$ cat src/rtl/cpi_pkg.sv
// rtl/cpi_pkg.sv - shared types and constants for the CPI frame packer
package cpi_pkg;

  typedef enum logic [1:0] {
    IDLE       = 2'd0,
    WAIT_FRAME = 2'd1,
    CAPTURE    = 2'd2,
    FLUSH      = 2'd3
  } cpi_pack_state_e;

  localparam int PIX_PER_WORD_8  = 4;
  localparam int PIX_PER_WORD_16 = 2;

  // Window fields are held at 16 bits so the struct is independent of CNT_WIDTH.
  typedef struct packed {
    logic [15:0] row_start;
    logic [15:0] row_end;
    logic [15:0] col_start;
    logic [15:0] col_end;
    logic        bpp16;
  } cpi_win_cfg_t;

  function automatic logic [1:0] cpi_last_lane(input logic bpp16);
    return bpp16 ? 2'(PIX_PER_WORD_16 - 1) : 2'(PIX_PER_WORD_8 - 1);
  endfunction

endpackage

$ cat src/rtl/cpi_word_fifo.sv
// rtl/cpi_word_fifo.sv - 32-bit word FIFO; a push on full is accepted only alongside a pop
module cpi_word_fifo #(
  parameter int DEPTH = 4
) (
  input  logic        clk,
  input  logic        rst_n,
  input  logic        push,
  input  logic [31:0] push_data,
  input  logic        pop,
  output logic [31:0] rd_data,
  output logic        full,
  output logic        empty
);

  localparam int AW = $clog2(DEPTH);

  logic [31:0] mem [DEPTH];
  logic [AW:0] wr_ptr;
  logic [AW:0] rd_ptr;
  logic        wr_en;
  logic        rd_en;

  assign empty = (wr_ptr == rd_ptr);
  assign full  = (wr_ptr[AW] != rd_ptr[AW]) && (wr_ptr[AW-1:0] == rd_ptr[AW-1:0]);
  assign rd_en = pop && !empty;
  assign wr_en = push && (!full || rd_en);
  // Head is forced to zero when empty so the output is clean after reset.
  assign rd_data = empty ? 32'h0 : mem[rd_ptr[AW-1:0]];

  always_ff @(posedge clk) begin
    if (wr_en) mem[wr_ptr[AW-1:0]] <= push_data;
  end

  always_ff @(posedge clk or negedge rst_n) begin
    if (!rst_n) begin
      wr_ptr <= '0;
      rd_ptr <= '0;
    end else begin
      if (wr_en) wr_ptr <= wr_ptr + 1'b1;
      if (rd_en) rd_ptr <= rd_ptr + 1'b1;
    end
  end

endmodule

$ cat src/rtl/udma_cpi_frame_packer.sv
// rtl/udma_cpi_frame_packer.sv - CPI crop/pack datapath feeding the uDMA RX channel
// Optional row/column decimation enabled by defining CPI_DECIMATION_EN.
module udma_cpi_frame_packer
  import cpi_pkg::*;
#(
  parameter int PIX_WIDTH = 16,
  parameter int CNT_WIDTH = 12,
  parameter int BUF_DEPTH = 4
) (
  input  logic                 clk_i,
  input  logic                 rstn_i,
  input  logic                 cfg_en_i,
  input  logic                 cfg_bpp16_i,
  input  logic [CNT_WIDTH-1:0] cfg_row_start_i,
  input  logic [CNT_WIDTH-1:0] cfg_row_end_i,
  input  logic [CNT_WIDTH-1:0] cfg_col_start_i,
  input  logic [CNT_WIDTH-1:0] cfg_col_end_i,
  input  logic                 cfg_clr_i,
`ifdef CPI_DECIMATION_EN
  input  logic [3:0]           cfg_decim_i,
`endif
  input  logic                 cam_valid_i,
  input  logic [PIX_WIDTH-1:0] cam_data_i,
  input  logic                 cam_hsync_i,
  input  logic                 cam_vsync_i,
  output logic [31:0]          data_o,
  output logic                 valid_o,
  input  logic                 ready_i,
  output logic                 busy_o,
  output logic                 frame_done_o,
  output logic                 overflow_o
);

  localparam logic [1:0] ST_IDLE    = IDLE;
  localparam logic [1:0] ST_WAIT    = WAIT_FRAME;
  localparam logic [1:0] ST_CAPTURE = CAPTURE;
  localparam logic [1:0] ST_FLUSH   = FLUSH;

  logic [1:0]           state, state_nxt;
  logic                 hsync_q, vsync_q;
  logic                 vsync_rise, hsync_fall;
  logic [CNT_WIDTH-1:0] row_cnt, col_cnt;
  logic [15:0]          row16, col16, pix16;
  cpi_win_cfg_t         win;
  logic                 in_row, in_col, keep, take, word_done;
  logic [1:0]           lane;
  logic [31:0]          acc, acc_nxt;
  logic                 flush_push, push, pop, fifo_full, fifo_empty;
  logic [31:0]          push_data;

  assign vsync_rise = cam_vsync_i && !vsync_q;
  assign hsync_fall = !cam_hsync_i && hsync_q;
  assign row16      = 16'(row_cnt);
  assign col16      = 16'(col_cnt);
  assign pix16      = 16'(cam_data_i);
  assign in_row     = (row16 >= win.row_start) && (row16 <= win.row_end);
  assign in_col     = (col16 >= win.col_start) && (col16 <= win.col_end);

  always_ff @(posedge clk_i or negedge rstn_i) begin
    if (!rstn_i) begin
      hsync_q <= 1'b0;
      vsync_q <= 1'b0;
      row_cnt <= '0;
      col_cnt <= '0;
    end else begin
      hsync_q <= cam_hsync_i;
      vsync_q <= cam_vsync_i;
      if (vsync_rise) begin
        row_cnt <= '0;
        col_cnt <= '0;
      end else if (hsync_fall) begin
        col_cnt <= '0;
        if (row_cnt != '1) row_cnt <= row_cnt + 1'b1;
      end else if (cam_valid_i && cam_hsync_i && col_cnt != '1) begin
        col_cnt <= col_cnt + 1'b1;
      end
    end
  end

`ifdef CPI_DECIMATION_EN
  logic [3:0] decim_q, row_ph, col_ph;

  // Phases only advance inside the window, so they restart at the window edges.
  always_ff @(posedge clk_i or negedge rstn_i) begin
    if (!rstn_i) begin
      row_ph <= '0;
      col_ph <= '0;
    end else begin
      if (vsync_rise) row_ph <= '0;
      else if (hsync_fall && in_row) row_ph <= (row_ph == decim_q) ? 4'd0 : row_ph + 4'd1;
      if (vsync_rise || hsync_fall) col_ph <= '0;
      else if (cam_valid_i && cam_hsync_i && in_col)
        col_ph <= (col_ph == decim_q) ? 4'd0 : col_ph + 4'd1;
    end
  end

  assign keep = (row_ph == 4'd0) && (col_ph == 4'd0);
`else
  assign keep = 1'b1;
`endif

  always_comb begin
    state_nxt = state;
    case (state)
      ST_IDLE:    if (cfg_en_i) state_nxt = ST_WAIT;
      ST_WAIT:    if (!cfg_en_i) state_nxt = ST_IDLE;
                  else if (vsync_rise) state_nxt = ST_CAPTURE;
      ST_CAPTURE: if (!cfg_en_i) state_nxt = ST_IDLE;
                  else if (vsync_rise || (hsync_fall && row16 == win.row_end)) state_nxt = ST_FLUSH;
      default:    state_nxt = cfg_en_i ? ST_WAIT : ST_IDLE;
    endcase
  end

  always_ff @(posedge clk_i or negedge rstn_i) begin
    if (!rstn_i) begin
      state <= ST_IDLE;
      win   <= '0;
`ifdef CPI_DECIMATION_EN
      decim_q <= '0;
`endif
    end else begin
      state <= state_nxt;
      if (state == ST_WAIT && cfg_en_i && vsync_rise) begin
        win <= '{row_start: 16'(cfg_row_start_i), row_end: 16'(cfg_row_end_i),
                 col_start: 16'(cfg_col_start_i), col_end: 16'(cfg_col_end_i),
                 bpp16: cfg_bpp16_i};
`ifdef CPI_DECIMATION_EN
        decim_q <= cfg_decim_i;
`endif
      end
    end
  end

  assign take = (state == ST_CAPTURE) && cfg_en_i && !vsync_rise && cam_valid_i &&
                cam_hsync_i && in_row && in_col && keep;
  assign word_done = (lane == cpi_last_lane(win.bpp16));

  always_comb begin
    acc_nxt = acc;
    if (win.bpp16) begin
      if (lane[0]) acc_nxt[31:16] = pix16;
      else         acc_nxt[15:0]  = pix16;
    end else begin
      case (lane)
        2'd0:    acc_nxt[7:0]   = pix16[7:0];
        2'd1:    acc_nxt[15:8]  = pix16[7:0];
        2'd2:    acc_nxt[23:16] = pix16[7:0];
        default: acc_nxt[31:24] = pix16[7:0];
      endcase
    end
  end

  // Outside CAPTURE the accumulator is cleared, which also zero-pads partial words.
  always_ff @(posedge clk_i or negedge rstn_i) begin
    if (!rstn_i) begin
      lane <= '0;
      acc  <= '0;
    end else if (state != ST_CAPTURE) begin
      lane <= '0;
      acc  <= '0;
    end else if (take) begin
      lane <= word_done ? 2'd0 : lane + 2'd1;
      acc  <= word_done ? 32'h0 : acc_nxt;
    end
  end

  assign flush_push = (state == ST_FLUSH) && (lane != 2'd0);
  assign push       = (take && word_done) || flush_push;
  assign push_data  = flush_push ? acc : acc_nxt;
  assign pop        = valid_o && ready_i;
  assign valid_o    = !fifo_empty;

  cpi_word_fifo #(.DEPTH(BUF_DEPTH)) u_fifo (
    .clk       (clk_i),
    .rst_n     (rstn_i),
    .push      (push),
    .push_data (push_data),
    .pop       (pop),
    .rd_data   (data_o),
    .full      (fifo_full),
    .empty     (fifo_empty)
  );

  always_ff @(posedge clk_i or negedge rstn_i) begin
    if (!rstn_i)                          overflow_o <= 1'b0;
    else if (push && fifo_full && !pop)   overflow_o <= 1'b1;
    else if (cfg_clr_i)                   overflow_o <= 1'b0;
  end

  assign busy_o       = (state != ST_IDLE);
  assign frame_done_o = (state == ST_FLUSH);

endmodule

$ cat config.mk
export PLATFORM = sky130hd
export DESIGN_NAME = udma_cpi_frame_packer
export DESIGN_NICKNAME = d
export VERILOG_FILES = /design/src/rtl/cpi_pkg.sv /design/src/rtl/cpi_word_fifo.sv /design/src/rtl/udma_cpi_frame_packer.sv
export SDC_FILE = /design/constraint.sdc
export NUM_CORES = 1
export LEC_CHECK = 0
export ABC_AREA = 1
export CAP_MARGIN = 10
export CORE_MARGIN = 2
export CORE_UTILIZATION = 40
export CTS_BUF_LIST = sky130_fd_sc_hd__clkbuf_8 sky130_fd_sc_hd__clkbuf_16
export CTS_CLUSTER_SIZE = 24
export DETAILED_ROUTE_END_ITERATION = 6
export GPL_TIMING_DRIVEN = 1
export PLACE_DENSITY = 0.62
export RECOVER_POWER = 50
export SYNTH_ARGS = -nofsm -noshare
export SYNTH_HDL_FRONTEND = slang
export SYNTH_HIERARCHICAL = 1
export SYNTH_SLANG_ARGS = --single-unit
$ cat constraint.sdc
create_clock -name clk_i -period 9.35 [get_ports clk_i]
set_input_delay 1.87 -clock clk_i [delete_from_list [all_inputs] [get_ports clk_i]]
set_output_delay 1.87 -clock clk_i [all_outputs]
set_load 0.02 [all_outputs]
Yosys cells after proc, flatten, opt, wreduce, memory -nomap -nowiden
Memory sizes are Yosys's and may differ from the RTL's.
Cells that the tools add are included.

operators by class
  add/sub/neg operators = 5
  $mul = 0
  divide/modulo/power cells = 0
  magnitude comparators = 4
  equality and inequality tests = 16
  shift operators = 0
  multiplexer cells = 33
  bitwise operators = 0
  reductions and logical operators = 44

operator list
  kind                                            count
  two-way mux 32 bit                              6
  two-way mux 12 bit                              6
  two-way mux 16 bit                              2
  two-way mux 8 bit                               4
  adder 12 x 1 -> 12 bit (second input constant)  2
  greater-or-equal comparator 12 bit              2
  <= comparator 12 bit                            2
  != test 12 bit (second input constant)          2
  logical AND 1 bit                               23
  two-way mux 2 bit                               9
  == test 12 bit                                  1
  nonzero test 2 bit                              6
  adder 3 x 1 -> 3 bit (second input constant)    2
  == test 2 bit (second input constant)           3
  logical NOT 1 bit                               6
  != test 3 bit (second input constant)           2
  one-hot mux 2 bit (3 select lines)              1
  two-way mux 1 bit                               5
  == test 2 x 1 -> 1 bit (second input constant)  2
  == test 2 bit                                   2
  logical NOT 2 bit                               2
  != test 2 bit (second input constant)           2
  == test 3 bit                                   1
  logical OR 1 bit                                3
  6 further kinds                                 6

word-level totals
  register bits = 118
  bits in latches = 0
  bits in writable memories = 128
  memory bits (read-only) = 0
  bits of input ports = 73
  output and inout bits = 36
  word-level logic and storage cells = 118
  memories = 1

memory list
  memory      words  bits a word  read ports  clocked after memory_dff  wr ports  line                 source
  u_fifo.mem  4      32           1           0                         1         cpi_word_fifo.sv:17  logic [31:0] mem [DEPTH];

Longest topological paths before layout
Gate-level depths: netlist of run 1.

  depth after elaboration = 13
  depth in mapped cells = 19
  mapped depth without buffers = 19

Hierarchy
Netlist of run 1, hierarchy kept.

by module, submodules not included
  module                 instances  cells each  area an instance (µm²)  sequential area each (µm²)
  udma_cpi_frame_packer  1          1065        7607.3                  2802.7
  cpi_word_fifo          1          469         5554.1                  3993.8

Worst setup path after synthesis of run 1
OpenSTA, ideal clock, no wires.

  kind = input -> register
  from = input port cam_vsync_i
  to = memory u_fifo.mem[0][0], enable pin
  library setup time = 421 ps
  arrival = 4083 ps
  required time = 8929 ps
  path slack = 4846 ps
  cell stages on the path = 11
  buffers on the path = 0
  cells stage by stage = inv_1 -> nor2_1 -> inv_2 -> nand3_2 -> nor2_2 -> nand3_2 -> nor2_4 -> nand2_1 -> nand2_1 -> nand2_2 -> nor2_1

between the ends
  longest elaborated chain between the ends = 12

ends and longest elaborated chain
  element                                  line                          source
  from (decl)                              udma_cpi_frame_packer.sv:25   input logic cam_vsync_i,
  logical AND 1 bit                        udma_cpi_frame_packer.sv:51   assign vsync_rise = cam_vsync_i && !vsync_q;
  logical NOT 1 bit                        udma_cpi_frame_packer.sv:134  assign take = (state == ST_CAPTURE) && cfg_en_i && !vsync_rise && cam_valid_i &&
  logical AND 1 bit (3 in a row)           udma_cpi_frame_packer.sv:134
  logical AND 1 bit (2 in a row)           udma_cpi_frame_packer.sv:135  cam_hsync_i && in_row && in_col && keep;
  logical AND 1 bit                        udma_cpi_frame_packer.sv:168  assign push = (take && word_done) || flush_push;
  logical OR 1 bit                         udma_cpi_frame_packer.sv:168
  net push                                 udma_cpi_frame_packer.sv:48   logic flush_push, push, pop, fifo_full, fifo_empty;
  logical AND 1 bit                        cpi_word_fifo.sv:26           assign wr_en = push && (!full || rd_en);
  two-way mux 1 bit                        cpi_word_fifo.sv:31           if (wr_en) mem[wr_ptr[AW-1:0]] <= push_data;
  two-way mux 1 bit (not written as such)  cpi_word_fifo.sv:31
  to (decl)                                cpi_word_fifo.sv:17

The timed path passes the listed nets, and every way through them passes these cells.

Final worst setup path of run 1
  from = register u_fifo.rd_ptr[1]
  to = output port data_o[26]

between the ends
  longest elaborated chain between the ends = 2
  elaborated cells on any way between the ends = 3
  those cells by class = 1 x eq/ne; 1 x mux; 1 x memory

ends and longest elaborated chain
  element                                                    line                         source
  from (decl)                                                cpi_word_fifo.sv:19          logic [AW:0] rd_ptr;
  from (signal assigned)                                     cpi_word_fifo.sv:40          if (rd_en) rd_ptr <= rd_ptr + 1'b1;
  memory read (4 x 32 bit) or == test 3 bit (tied branches)  -
  two-way mux 32 bit (*)                                     cpi_word_fifo.sv:28          assign rd_data = empty ? 32'h0 : mem[rd_ptr[AW-1:0]];
  to (decl)                                                  udma_cpi_frame_packer.sv:26  output logic [31:0] data_o,

Mark *: on every way between the ends. The rest lies on a longest branch, timed or not.

==> impl_metrics.tcl, run 1 <==
set metrics [dict create \
    outcome "complete, but fails checks" \
    violations "capacitance limit, slew limit" \
    path_max_fanout 67 \
    syn-cell-area_um2 13160 \
    worstHoldPathType "flop to flop" \
    combPwrFrac_pct 14.8 \
    p_clk_share_pct 38.0 \
    gpl.final_weighted_congestion 0.8144 \
    rsz0062_at_grt "false" \
    fmax_mhz 152.1 \
    p_leak_nw 6.748 \
    cts_root_buf "clkbuf_16" \
    vdd_drop_max_uv 128.6 \
    n_fill_cell 3122 \
    cts_inserted_buffers 27 \
    min_period_ps 6574 \
    crit_slowest_cell "clkbuf_1" \
    cts_resized 0 \
    cts_sinks 246 \
    clkTransAtPathRegs_ps 60 \
    post-route-worst-setup-slack_ps 2776 \
    ys_ff_latch 246 \
    io_buffers 108 \
    grt_start_max_net_pins 73 \
    viasPerCell 5.013 \
    area_growth_pct 16.76 \
    mostFrequentLayoutCells "nand2_1 (414), inv_1 (156), nand3_1 (147)" \
    stdcell_area_um2 15370 \
    first_global_vias 9956 \
    synth_cell_types 40 \
    syn_inst 1534 \
    synth.avg_cell_area_um2 8.580 \
    synthArstFlopShare_pct 47.97 \
    cp_top_family "buffers and inverters" \
    ys.warnings.count 6 \
    nets 1749 \
    postCtsSetupBuffers 0 \
    final_hold_viol_count 0 \
    p_seq_share_pct 47.2 \
    period_share_pct 70.31 \
    dr_total_vias 10428 \
    tightest_slew_ps 2927 \
    seq_area_frac_synth_pct 51.64 \
    synth_nets 1666 \
    postPlaceCellArea_um2 14540 \
    switchingPower_uw 720.6 \
    required_ps 7480 \
    die_area_um2 34370 \
    initial_core_util_pct 40.55 \
    grt_pass1_wl_um 51110 \
    grt-ovfl-total 0 \
    cts_hold_buf 0 \
    maxCapViolations 2 \
    timing.final.max_slew_violations 116 \
    slew_headroom_pct -95.15 \
    cts_tree "built" \
    skew_ps 18.08 \
    insertion_delay_ps 540 \
    power_density_nw_per_um2 175.5 \
    totalWireLength_um 31410 \
    worstSetupStartpointType "flop" \
    firstDrtPassIters 5 \
    dp_hpwl_um 20150 \
    avgRoutedWirePerCell_um 15.10 \
    post-place-ws_ps 4847 \
    cp.arrival_ps 4700 \
    worst-path-buf-inv 3 \
    synth-edff-count 128 \
    core_area_um2 32450 \
    route.detailed.drc 0 \
    die_y_um 185.4 \
    cts_buffer_depth 3 \
    ant_nets 0 \
    htree_levels 1 \
    swShare_pct 26.71 \
    grtUsageTotal_pct 18.58 \
    io_pins 109 \
    fp.dieW_um 185.4 \
    power.internal_mw 1.977 \
    mostFrequentLayoutCell "nand2_1" \
    antenna_found_initial 0 \
    drive_above_1_share_pct 8.913 \
    drtIter0Drc 889 \
    finalSetupViolations 0 \
    antennaDiodeCount 0 \
    synth_ff_type "edfxtp_1" \
    critical_path.endpoint_type "output port" \
    worstPathCellList "clkbuf_1 -> xnor2_2 -> nand3_4 -> nand2_1 -> inv_1 -> clkdlybuf4s50_1" \
    tns_ps 0 \
    num_rows 66 \
    cpPeakStageDelay_ps 2050 \
    path_class "flop to output port" \
]
stage by stage:
stage               total power [mW]  hold slack, ps  util (%)  cells
CTS                            2.730           488.4     47.43   2080
detailed placement             1.697           473.7     44.79   2030
global placement               1.675           471.1     44.71   2029
finish                         2.698           485.2     47.35   2080
global route                   2.844           512.5     47.35   2080
floorplan                      1.550           452.8         -   1534
power groups by stage:
| stage | clock network (mW) | registers, mW | logic (mW) |
|---|---|---|---|
| 5_1_grt | 1.10 | 1.28 | 0.465 |
| 2_1_floorplan | 0 | 1.28 | 0.270 |
| 4_1_cts | 1.05 | 1.27 | 0.406 |
| 3_5_place_dp | 0 | 1.29 | 0.403 |
| 6_report | 1.03 | 1.27 | 0.399 |
| 3_3_place_gp | 0 | 1.30 | 0.376 |
Yosys cell counts, types with 27 or more instances:
cell type  count  area, um2
o21ai_2       30      262.8
dfrtp_1      118       2953
o21ai_1       29      145.1
ha_1          59      738.2
nand2_1      411       1543
nand2_2       34      212.7
clkbuf_1      27      101.4
inv_1        149      559.3
nand3_1      147      735.7
edfxtp_1     128       3844
o21ai_0      130      650.6
nor2_1       140      525.5
worst paths after layout:
| path | start | end | slack (ps) | cells after the start |
|---|---|---|---|---|
| max | u_fifo/rd_ptr[1] | data_o[26] | 2780 | 6 |
| min | win[33] | win[33] | 490 | 2 |
| max reg2reg | u_fifo/rd_ptr[1] | u_fifo/mem[0][8] | 4080 | 10 |
| min reg2reg | win[33] | win[33] | 490 | 2 |
| max in group asynchronous | rstn_i | u_fifo/rd_ptr[0] | 5060 | 2 |
| min in group asynchronous | rstn_i | win[10] | 2120 | 1 |
per-layer routing:
layer / wire length, um / vias up / GRT usage (%)
met5: 0 / - / 0
met4: 838 / 0 / 5.048
met3: 1674 / 49 / 2.517
met2: 14480 / 294 / 30.52
met1: 14410 / 4892 / 25.79
li1: - / 5193 / -
layout make-up:
| class | count | area [um2] | area share, % |
|---|---|---|---|
| clock buffer | 29 | 703.2 | 4.576 |
| sequential | 246 | 6799 | 44.24 |
| timing repair buffer | 123 | 1204 | 7.833 |
| tap | 442 | 553.0 | 3.599 |
| clock inverter | 21 | 152.6 | 0.9933 |
| inverter | 158 | 593.1 | 3.859 |
| multi-input combinational | 1061 | 5363 | 34.90 |
sequential cells by signal, indices dropped and copies added (netlist names):
signal / flops
u_fifo/rd_ptr: 3
row_cnt: 12
acc: 32
overflow_o: 1
lane: 2
state: 2
win: 49
hsync_q: 1
u_fifo/mem: 128
vsync_q: 1
u_fifo/wr_ptr: 3
col_cnt: 12
tightest hold or removal path, cell delays in order (launching register included):
cell	delay (ps)
dfrtp_1	350
nand2_1	60
nand2_1	50
cells by family after synthesis:
family | Yosys count | share of synthesized area [%]
xor gates and xnor gates | 3 | 0.2567
DFF | 246 | 51.64
and+or+nand+nor | 774 | 25.34
AOI/OAI and AO/OA | 225 | 9.583
buffers and inverters | 227 | 7.577
adders and majority gates | 59 | 5.609
Note: power is estimated with default switching activity, not from simulation.
==> inputs of run 2 (changes only) <==
--- a/config.mk
+++ b/config.mk
@@ -13,7 +13,7 @@
 export CTS_CLUSTER_SIZE = 24
 export DETAILED_ROUTE_END_ITERATION = 6
 export GPL_TIMING_DRIVEN = 1
-export PLACE_DENSITY = 0.62
+export PLACE_DENSITY = 0.64
 export RECOVER_POWER = 50
 export SYNTH_ARGS = -nofsm -noshare
 export SYNTH_HDL_FRONTEND = slang
==> constraint.sdc (replaced) <==
create_clock -name clk_i -period 5.7 [get_ports clk_i]
set_input_delay 1.14 -clock clk_i [delete_from_list [all_inputs] [get_ports clk_i]]
set_output_delay 1.14 -clock clk_i [all_outputs]
set_load 0.02 [all_outputs]
==> run 2 against run 1 <==
Against the previous run: count of clock-buffer cells in the layout is 2 lower; highest routed layer unchanged; the run still ends with capacitance limit, slew limit left; sequential share of layout area is 0.29 points lower; sequential power increased by 65%; largest power group unchanged.
==> impl_metrics.tcl, run 2 (synthesis results as in run 1) <==
set metrics [dict create \
    outcome "complete, but fails checks" \
    violations "capacitance limit, slew limit" \
    cts_resized 0 \
    tns_ps 0 \
    cts_buffer_depth 3 \
    grtUsageTotal_pct 18.30 \
    die_area_um2 34370 \
    cp.arrival_ps 3410 \
    slew_headroom_pct -75.65 \
    die_y_um 185.4 \
    path_class "flop to output port" \
    gpl.final_weighted_congestion 0.8151 \
    fp.dieW_um 185.4 \
    n_fill_cell 3083 \
    p_leak_nw 6.802 \
    antennaDiodeCount 0 \
    io_pins 109 \
    area_growth_pct 17.50 \
    io_buffers 108 \
    clkTransAtPathRegs_ps 60 \
    vdd_drop_max_uv 201.9 \
    post-place-ws_ps 1979 \
    route.detailed.drc 0 \
    first_global_vias 9926 \
    insertion_delay_ps 540 \
    period_share_pct 79.85 \
    avgRoutedWirePerCell_um 14.86 \
    min_period_ps 4552 \
    core_area_um2 32450 \
    required_ps 4560 \
    fmax_mhz 219.7 \
    startpoint "u_fifo/rd_ptr[0]" \
    mostFrequentLayoutCell "nand2_1" \
    critical_path.endpoint_type "output port" \
    dp_hpwl_um 20560 \
    nets 1751 \
    skew_ps 13.25 \
    worst_r2r_path_depth 7 \
    postCtsSetupBuffers 0 \
    final_hold_viol_count 0 \
    num_rows 66 \
    whs_ps 485.2 \
    path_max_fanout 37 \
    grt_pass1_wl_um 50500 \
    initial_core_util_pct 40.55 \
    r2r_setup_slack_ps 1780 \
    r2r_end "u_fifo/mem[0][3]" \
    antenna_found_initial 0 \
    cts_root_buf "clkbuf_16" \
    rsz0062_at_grt "false" \
    timing.final.max_slew_violations 83 \
    ant_nets 0 \
    postPlaceCellArea_um2 14530 \
    drive_above_1_share_pct 8.780 \
    drtIter0Drc 758 \
    mostFrequentLayoutCells "nand2_1 (415), inv_1 (159), nand3_1 (147)" \
    cts_inserted_buffers 27 \
    largest_reg_flops 128 \
    totalWireLength_um 30940 \
    viasPerCell 5.040 \
    cts_sinks 246 \
    firstDrtPassIters 5 \
    dr_total_vias 10493 \
    htree_levels 1 \
    maxCapViolations 2 \
    worstHoldPathType "flop to flop" \
    tightest_slew_ps 2635 \
    worstSetupStartpointType "flop" \
    grt-ovfl-total 0 \
    final_core_util_pct 47.65 \
    power_density_nw_per_um2 295.1 \
    cts_hold_buf 0 \
    worstSetupEndpoint "data_o[14]" \
    stdcell_area_um2 15460 \
    post-route-worst-setup-slack_ps 1148 \
    finalSetupViolations 0 \
    timing.rr.start "lane[0]" \
    cts_tree "built" \
    min_path_cells 2 \
    grt_start_max_net_pins 71 \
]
## run 2: cell count changes in the layout (fill, tap and decap cells not counted), sizes merged
cell	previous run	this run
clkbuf	31	29
clkinv	11	9
bufinv	2	5
inv	164	165
dlygate4sd3	10	3
clkdlybuf4s50	97	104
buf	14	16
## run 2: worst min-delay path by stage
stage,from,endpoint,slack [ps]
after detailed placement,win[33],win[33],470
final,overflow_o,overflow_o,490
after CTS,win[49],win[49],490
after global routing,overflow_o,overflow_o,510
after floorplan,win[17],win[17],450
after global placement,overflow_o,overflow_o,470
## run 2: worst max-delay path, stage by stage, from the launching register on
cell and delay, ps:
dfrtp_1 820, inv_1 540, nand2_1 240, nand2_4 90, nand3_4 370, nand2_1 120
inv_1 70, clkdlybuf4s50_1 600
## run 2: final cells by class
class	instances	area (um2)	share of cell area [%]
flip-flops and latches	246	6798	43.96
multi-input cells	1061	5355	34.63
repair buffers	125	1231	7.961
clock buffers	27	675.6	4.369
inverters	158	593.1	3.835
well taps	442	553.0	3.576
clock inverters	23	259.0	1.675
## run 2: metrics by stage
step	total power, mW	std cells
after floorplan	2.542	1534
after global placement	2.748	2031
after detailed placement	2.776	2031
after CTS	4.602	2081
after global routing	4.783	2082
final	4.564	2082
## run 2: metal layers
layer | up-vias | part of all wire [%] | global-route usage [%]
met2 | 271 | 47 | 30.19
met1 | 4974 | 45 | 25.63
met4 | 0 | 2.4 | 4.825
li1 | 5202 | - | -
met5 | - | 0 | 0
met3 | 46 | 5.4 | 2.045
## run 2: power breakdown
| group | switching, mW | leakage, nW | total, mW | internal [mW] |
|---|---|---|---|---|
| Combinational | 0.425 | 3.62 | 0.659 | 0.234 |
| Sequential | 0.0526 | 2.70 | 2.09 | 2.03 |
| Clock | 0.724 | 0.474 | 1.82 | 1.09 |
| Total | 1.20 | 6.80 | 4.56 | 3.36 |
